[src/rtl/bounce_box_renderer.sv]
// bounce_box_renderer
//   Pixel source for the HDMI controller. A square box moves STEP pixels per
//   axis once per frame and bounces off the edges of the active area, drawn
//   over a fixed background. Blanking is black. The box colour advances
//   through a 4-entry palette on every frame in which a bounce occurs.
//
// Ports:
//   pixelClk  - pixel clock (only clock)
//   reset     - synchronous, active-low reset
//   enable    - 1 = motion enabled, 0 = position frozen
//   screenX   - current scan column from the controller
//   screenY   - current scan line from the controller
//   vgaRed    - red channel, 2 cycles after screenX/screenY
//   vgaGreen  - green channel
//   vgaBlue   - blue channel
//   frameTick - one-cycle pulse at start of vertical blank
module bounce_box_renderer #(
    parameter int          H_ACTIVE = 640,
    parameter int          V_ACTIVE = 480,
    parameter int          BOX_SIZE = 64,
    parameter int          STEP     = 2,
    parameter logic [23:0] BG_COLOR = 24'h113355
) (
    input  logic       pixelClk,
    input  logic       reset,
    input  logic       enable,
    input  logic [9:0] screenX,
    input  logic [9:0] screenY,
    output logic [7:0] vgaRed,
    output logic [7:0] vgaGreen,
    output logic [7:0] vgaBlue,
    output logic       frameTick
);

    typedef enum logic {DIR_POS, DIR_NEG} dir_t;

    typedef struct packed {
        logic        hit;
        dir_t        dir;
        logic [10:0] pos;
    } axis_t;

    localparam logic [10:0] H_W    = 11'(H_ACTIVE);
    localparam logic [9:0]  V_LINE = 10'(V_ACTIVE);
    localparam logic [10:0] V_W    = 11'(V_ACTIVE);
    localparam logic [10:0] SIZE_W = 11'(BOX_SIZE);
    localparam logic [10:0] STEP_W = 11'(STEP);
    localparam logic [10:0] LIM_X  = 11'(H_ACTIVE - BOX_SIZE);
    localparam logic [10:0] LIM_Y  = 11'(V_ACTIVE - BOX_SIZE);
    localparam logic [10:0] X0     = 11'((H_ACTIVE - BOX_SIZE) / 2);
    localparam logic [10:0] Y0     = 11'((V_ACTIVE - BOX_SIZE) / 2);

    logic [10:0] boxX, boxY;
    dir_t        dirX, dirY;
    logic [1:0]  hitCount;
    logic        condPrev;
    logic        activeS1, inBoxS1;
    logic [23:0] colourS2;

    logic        cond, tick;
    logic        activeNext, inBoxNext;
    logic [23:0] colourNext;
    axis_t       axisX, axisY;
    logic [10:0] sx, sy;

    // One axis of motion: advance by STEP, clamping to the wall and
    // reversing direction when the wall is reached.
    function automatic axis_t stepAxis(input logic [10:0] pos, input dir_t dir,
                                       input logic [10:0] lim);
        axis_t r;
        r.hit = 1'b0;
        r.dir = dir;
        r.pos = pos;
        if (dir == DIR_POS) begin
            if (pos + STEP_W >= lim) begin
                r.pos = lim;
                r.dir = DIR_NEG;
                r.hit = 1'b1;
            end else begin
                r.pos = pos + STEP_W;
            end
        end else begin
            if (pos <= STEP_W) begin
                r.pos = '0;
                r.dir = DIR_POS;
                r.hit = 1'b1;
            end else begin
                r.pos = pos - STEP_W;
            end
        end
        return r;
    endfunction

    always_comb begin
        sx         = {1'b0, screenX};
        sy         = {1'b0, screenY};
        cond       = (screenX == '0) && (screenY == V_LINE);
        tick       = cond && !condPrev;
        axisX      = stepAxis(boxX, dirX, LIM_X);
        axisY      = stepAxis(boxY, dirY, LIM_Y);
        activeNext = (sx < H_W) && (sy < V_W);
        inBoxNext  = (sx >= boxX) && (sx < boxX + SIZE_W) &&
                     (sy >= boxY) && (sy < boxY + SIZE_W);
        colourNext = BG_COLOR;
        if (!activeS1) begin
            colourNext = '0;
        end else if (inBoxS1) begin
            case (hitCount)
                2'd0:    colourNext = 24'hFFFFFF;
                2'd1:    colourNext = 24'hFF2020;
                2'd2:    colourNext = 24'h20FF20;
                default: colourNext = 24'h2020FF;
            endcase
        end
    end

    always_ff @(posedge pixelClk) begin
        if (!reset) begin
            boxX      <= X0;
            boxY      <= Y0;
            dirX      <= DIR_POS;
            dirY      <= DIR_POS;
            hitCount  <= '0;
            condPrev  <= 1'b0;
            frameTick <= 1'b0;
            activeS1  <= 1'b0;
            inBoxS1   <= 1'b0;
            colourS2  <= '0;
        end else begin
            condPrev  <= cond;
            frameTick <= tick;
            if (tick && enable) begin
                boxX <= axisX.pos;
                dirX <= axisX.dir;
                boxY <= axisY.pos;
                dirY <= axisY.dir;
                // A corner hit counts as a single bounce.
                if (axisX.hit || axisY.hit)
                    hitCount <= hitCount + 2'd1;
            end
            activeS1 <= activeNext;
            inBoxS1  <= inBoxNext;
            colourS2 <= colourNext;
        end
    end

    assign vgaRed   = colourS2[23:16];
    assign vgaGreen = colourS2[15:8];
    assign vgaBlue  = colourS2[7:0];

endmodule

[config.mk]
export PLATFORM = sky130hd
export DESIGN_NAME = bounce_box_renderer
export DESIGN_NICKNAME = d
export VERILOG_FILES = /design/src/rtl/bounce_box_renderer.sv
export SDC_FILE = /design/constraint.sdc
export NUM_CORES = 1
export LEC_CHECK = 0
export ABC_AREA = 1
export CAP_MARGIN = 30
export CORE_MARGIN = 10
export CORE_UTILIZATION = 55
export DETAILED_ROUTE_END_ITERATION = 10
export GPL_TIMING_DRIVEN = 0
export PLACE_DENSITY = 0.81
export SLEW_MARGIN = 0
export SYNTH_ARGS = -nofsm -noshare
export SYNTH_HDL_FRONTEND = slang
export SYNTH_SLANG_ARGS = --single-unit
[constraint.sdc]
create_clock -name pixelClk -period 1.9 [get_ports pixelClk]
set_input_delay 0.57 -clock pixelClk [delete_from_list [all_inputs] [get_ports pixelClk]]
set_output_delay 0.57 -clock pixelClk [all_outputs]
set_load 0.03 [all_outputs]
; Word level (Yosys, flattened, before mapping)
; Cells that the tools add are included.
[totals]
out_inout_bits = 25
inputBits = 23
register_bits = 54
wordCells = 57
[op_classes]
eq_ne = 3
magnitude_cmp = 10
addsub = 7
reduce_logical = 14
n_mux = 12
[ops]
columns = operator, count
row1 = 24-bit case mux with 3 select lines, 1
row2 = 11-bit 2-to-1 mux, 4
row3 = 13-bit 2-to-1 mux, 2
row4 = "11-bit by 2-bit adder with 11-bit output, second input constant", 2
row5 = "11-bit by 7-bit adder with 11-bit output, second input constant", 2
row6 = 10-bit by 11-bit >= comparator with 1-bit output, 2
row7 = "11-bit by 2-bit <= comparator with 1-bit output, second input constant", 2
row8 = 10-bit by 11-bit < comparator with 1-bit output, 2
row9 = "11-bit by 2-bit subtractor with 11-bit output, second input constant", 2
row10 = 21-bit 2-to-1 mux, 1
row11 = "11-bit by 10-bit >= comparator with 1-bit output, second input constant", 1
row12 = "11-bit by 9-bit >= comparator with 1-bit output, second input constant", 1
row13 = "10-bit by 9-bit equality test with 1-bit output, second input constant", 1
row14 = 10-bit logical NOT, 1
row15 = "10-bit < comparator, second input constant", 1
row16 = "10-bit by 9-bit < comparator with 1-bit output, second input constant", 1
row17 = 2-bit 2-to-1 mux, 4
row18 = 1-bit logical AND, 7
row19 = 2-bit AND reduction, 2
row20 = 3-bit AND reduction, 1
row21 = "2-bit by 1-bit adder with 2-bit output, second input constant", 1
row22 = "2-bit by 1-bit equality test with 1-bit output, second input constant", 1
row23 = "2-bit equality test, second input constant", 1
row24 = 2-bit logical NOT, 1
row25 = other kinds (2), 2

; Longest topological paths before layout
[logic_depth]
ltp_word = 6
mapped_depth = 14
ltp_nobuf = 14

; Least setup slack after synthesis
; OpenSTA, ideal clock, no wires.
[synth_path]
kind = input to register
startpoint = in screenX[9]
endpoint = reg boxY[4]
setup_time_ps = 116
path_buffers = 1
t_arrival_ps = 1642
path_slack_ps = 142
t_required_ps = 1784
stages = 9
cell_sequence = inv_1 > nand2_1 > nor4_2 > nand4_2 > inv_2 > buf_6 > nand3_1 > o21ai_1 > nand2_1
[synth_via]
elab_chain_cells = 4
[synth_rtl]
columns = element, line
row1 = start: declaration, 27  ; input logic [9:0] screenX,
row2 = 10-bit logical NOT, 97  ; cond = (screenX == '0) && (screenY == V_LINE);
row3 = 1-bit logical AND, 97
row4 = 1-bit logical AND, 98  ; tick = cond && !condPrev;
row5 = 1-bit logical AND, 132  ; if (tick && enable) begin
row6 = end signal: assignment, 135  ; boxY <= axisY.pos;
row7 = end: declaration, 53  ; logic [10:0] boxX, boxY;
; Every way passes these cells.
; A chain may end at the register's enable or synchronous reset.

; Worst setup path in the final report
[layout_path]
startpoint = reg boxY[6]
endpoint = reg boxY[6]
[layout_via]
elab_chain_cells = 4
word_cells_on_any_way = 7
classes_between = 2 x add/sub / 2 x order compare / 3 x mux
[layout_rtl]
columns = element, line
row1 = 11-bit by 2-bit adder with 11-bit output, "75, 80"
row2 = 11-bit by 9-bit >= comparator with 1-bit output, 75  ; if (pos + STEP_W >= lim) begin
row3 = 11-bit 2-to-1 mux, 75
row4 = 13-bit 2-to-1 mux (*), 74  ; if (dir == DIR_POS) begin
; Every way passes the cells marked *; elsewhere a longest branch is shown, timed or not.

==> run summary <==
slew at the pin closest to its max-slew limit: 555 ps
switching power: 0.416 mW
Max Cap Viol: 0
vias in the first global route: 3,322
Setup CP Type: reg -> reg
Buf/Inv on CP: 3
hold_buf cts: 0
Leak: 2.25 nW
Num Clock Sinks: 36
IO Port Bufs: 46
iteration-0 DRC count of the detailed router: 589
Final min period: 1930 ps
Peak VDD IR: 0.299 mV
vias per cell: 5.85
max incr delay on CP: 340 ps
Cell Chain, Critical Path: buf_8 > buf_4 > nor2_1 > and3_4 > nand3_1 > nand2_2 > inv_2 > nand3_1 > nand2_1 > o22ai_1 > nand2_1
flop-to-flop setup slack: -30 ps
total congestion overflow: 0
Ant. Diodes: 0
Slowest cell on crit path: dfxtp_2
cell taking the most area after synthesis: dfxtp_1
first drt pass iteration count: 6
RSZ-0062 raised after global routing: yes
full die area: 0.00940 mm2
Nets: 640
crit share post-route: 101%
Synth Area per Inst: 6.58 um2
Achievable Freq: 0.519 GHz
Comb power frac: 14.7%
Mapped Nets: 558
failing checks: setup timing
hold_sp: inBoxS1
Net Sw Frac: 27.6%
Worst EP required: 2080 ps
most frequent cells in the layout: nand2_1, nor2_1, inv_1, buf_4, nand3_1
CP max FO: 6
Worst-path clk slew: 80 ps
WL per Instance: 16.8 um
site row count: 27
Min-Delay Endpoint: colourS2[6]
Longest Clk Path Bufs: 2
initial antenna violation count: 0
utilization after layout: 80.5%
slew margin rel.: 63.0%
Final Max Tran Viols: 0
share of layout cells above drive strength 1: 29.5%
core area: 0.00561 mm2
CP top delay family: simple AND/OR/NAND/NOR gates
worst min path class: reg -> reg
yosys warns: 0
worst r2r src: boxY[6]
status: finished with violations
Reg-to-Reg End: boxY[6]
P_int: 1.09 mW
Ports: 48
hold depth: 1
worst r2r path cells: 11
pwr dens: 335 mW/mm2
die width: 96.9 um
Mapped Area: 0.00326 mm2
largest net degree at the start of global routing: 11
synth top area cells: dfxtp_1, ha_1, nand2_1, nand3_1, nor2_1
Total GRT Usage: 19.1%
Yosys top cell area share: 22.1%
sequential area share after synthesis: 22.1%
first-pass GRT wire length: 15,700 um
clk root buf: clkbuf_8
CTS tree: built
HPWL Detailed: 6980 um
Worst setup EP type: flop
CP startpoint kind: flop
number of CTS-inserted buffers: 5
Post-Route WL: 10,900 um
DR DRC count: 0
CP arrival: 2110 ps
Final Wtd Congestion: 0.929
# H-tree levels: 2
Layout area overhead: 38.7%
Syn Inst Count: 495
via count: 3,795
Clock Power Share: 35.6%
clk_lat worst skew: 300 ps
final hold violations: 0
post-synth cell types: 40
Die H: 96.9 um
commonest non-fill, non-tap cell in the layout: nand2_1
register share of total power: 49.7%
effective utilization at floorplan: 58.1%
post-route ant nets: 0
Post-Route Skew: 6.28 ps
Tot Pwr: 1.51 mW
min setup slack post-route: -28.0 ps
FF+latch count, synth: 36
final setup vio count: 2
synth_stat cells, drive strengths merged:
library cell  instances
nand2               109
nor2                 62
inv                  58
nand3                46
ha                   40
dfxtp                36
o21ai                31
a21oi                30
buf                  22
nor3                 14
xor2                  9
a31oi                 7
nand4                 5
or2                   4
clkbuf                3
nand3b                3
o22ai                 3
a211oi                2
a21o                  2
o21bai                2
a2111oi               1
a22oi                 1
and3                  1
clkinv                1
nor4                  1
o2111ai               1
xnor2                 1
worst register-to-register path, delay by kind of cell, from the launching register on:
family / cells / cell delay, ps
compound gates: 1 / 170
buf+inv: 3 / 380
simple gates: 7 / 920
flops: 1 / 340
cells by family (layout without fill, tap and decap cells):
group | count (synthesis) | after routing | synth area share (%)
adder cells (fa/ha/maj) | 40 | 40 | 15.4
flip-flops | 36 | 36 | 22.1
XOR/XNOR | 10 | 10 | 2.69
AO/OA/AOI/OAI | 80 | 80 | 13.6
buffers and inverters | 84 | 166 | 12.3
AND/OR/NAND/NOR | 245 | 245 | 33.9
final cells by class:
class	count	area [um2]
Clock inverter	1	5.00
Inverter	59	236
Clock buffer	6	72.6
Timing Repair Buffer	75	668
Sequential cell	36	757
Fill cell	393	1090
Multi-Input combinational cell	375	2470
Tap cell	72	90.1
Buffer	25	218
metrics by stage:
stage | cell area (um2) | hold slack [ps] | TNS (ps) | setup slack, ps | instances
after floorplan | 3260 | 440 | 0 | 142 | 495
after global placement | 3810 | 462 | -19100 | -842 | 613
after global routing | 4510 | 542 | -692 | -140 | 649
final | 4510 | 514 | -40.8 | -28.0 | 649
after CTS | 4140 | 484 | 0 | 0.840 | 633
after detailed placement | 3810 | 470 | -18930 | -872 | 613
per-layer routing:
layer	GRT usage (%)	vias to the layer above	share of wire, %
li1	-	1787	-
met1	24.8	1705	40
met2	30.0	247	46
met3	4.76	56	9.8
met4	6.31	0	3.6
met5	0	-	0
state kept, by name (all words and copies together), names as in the netlist:
register   count
dirY           1
dirX           1
boxY          10
activeS1       1
condPrev       1
frameTick      1
inBoxS1        1
colourS2       8
hitCount       2
boxX          10
worst max-delay path by stage:
stage | from | to | slack, ps | cells after the start
floorplan | screenX[9] | boxY[4] | 140 | 9
global placement | screenY[5] | boxY[4] | -840 | 11
detailed placement | screenY[5] | boxY[4] | -870 | 11
CTS | boxX[7] | hitCount[1] | 0.8 | 10
global route | boxY[6] | boxY[6] | -140 | 11
finish | boxY[6] | boxY[6] | -30 | 11
power groups by stage:
stage,Sequential [mW],Combinational (mW),Clock (mW)
3_3_place_gp,0.779,0.198,0
6_report,0.751,0.222,0.538
2_1_floorplan,0.785,0.103,0
4_1_cts,0.761,0.196,0.524
5_1_grt,0.752,0.247,0.573
3_5_place_dp,0.779,0.205,0
timing repair:
action	in CTS	in global routing
endpoints found under the setup margin	45	29
resized for setup	88	105
setup buffers	10	16
pin swaps	22	36
cloned	3	0
hold endpoints to repair	0	0
Note: power is estimated with default switching activity, not from simulation.
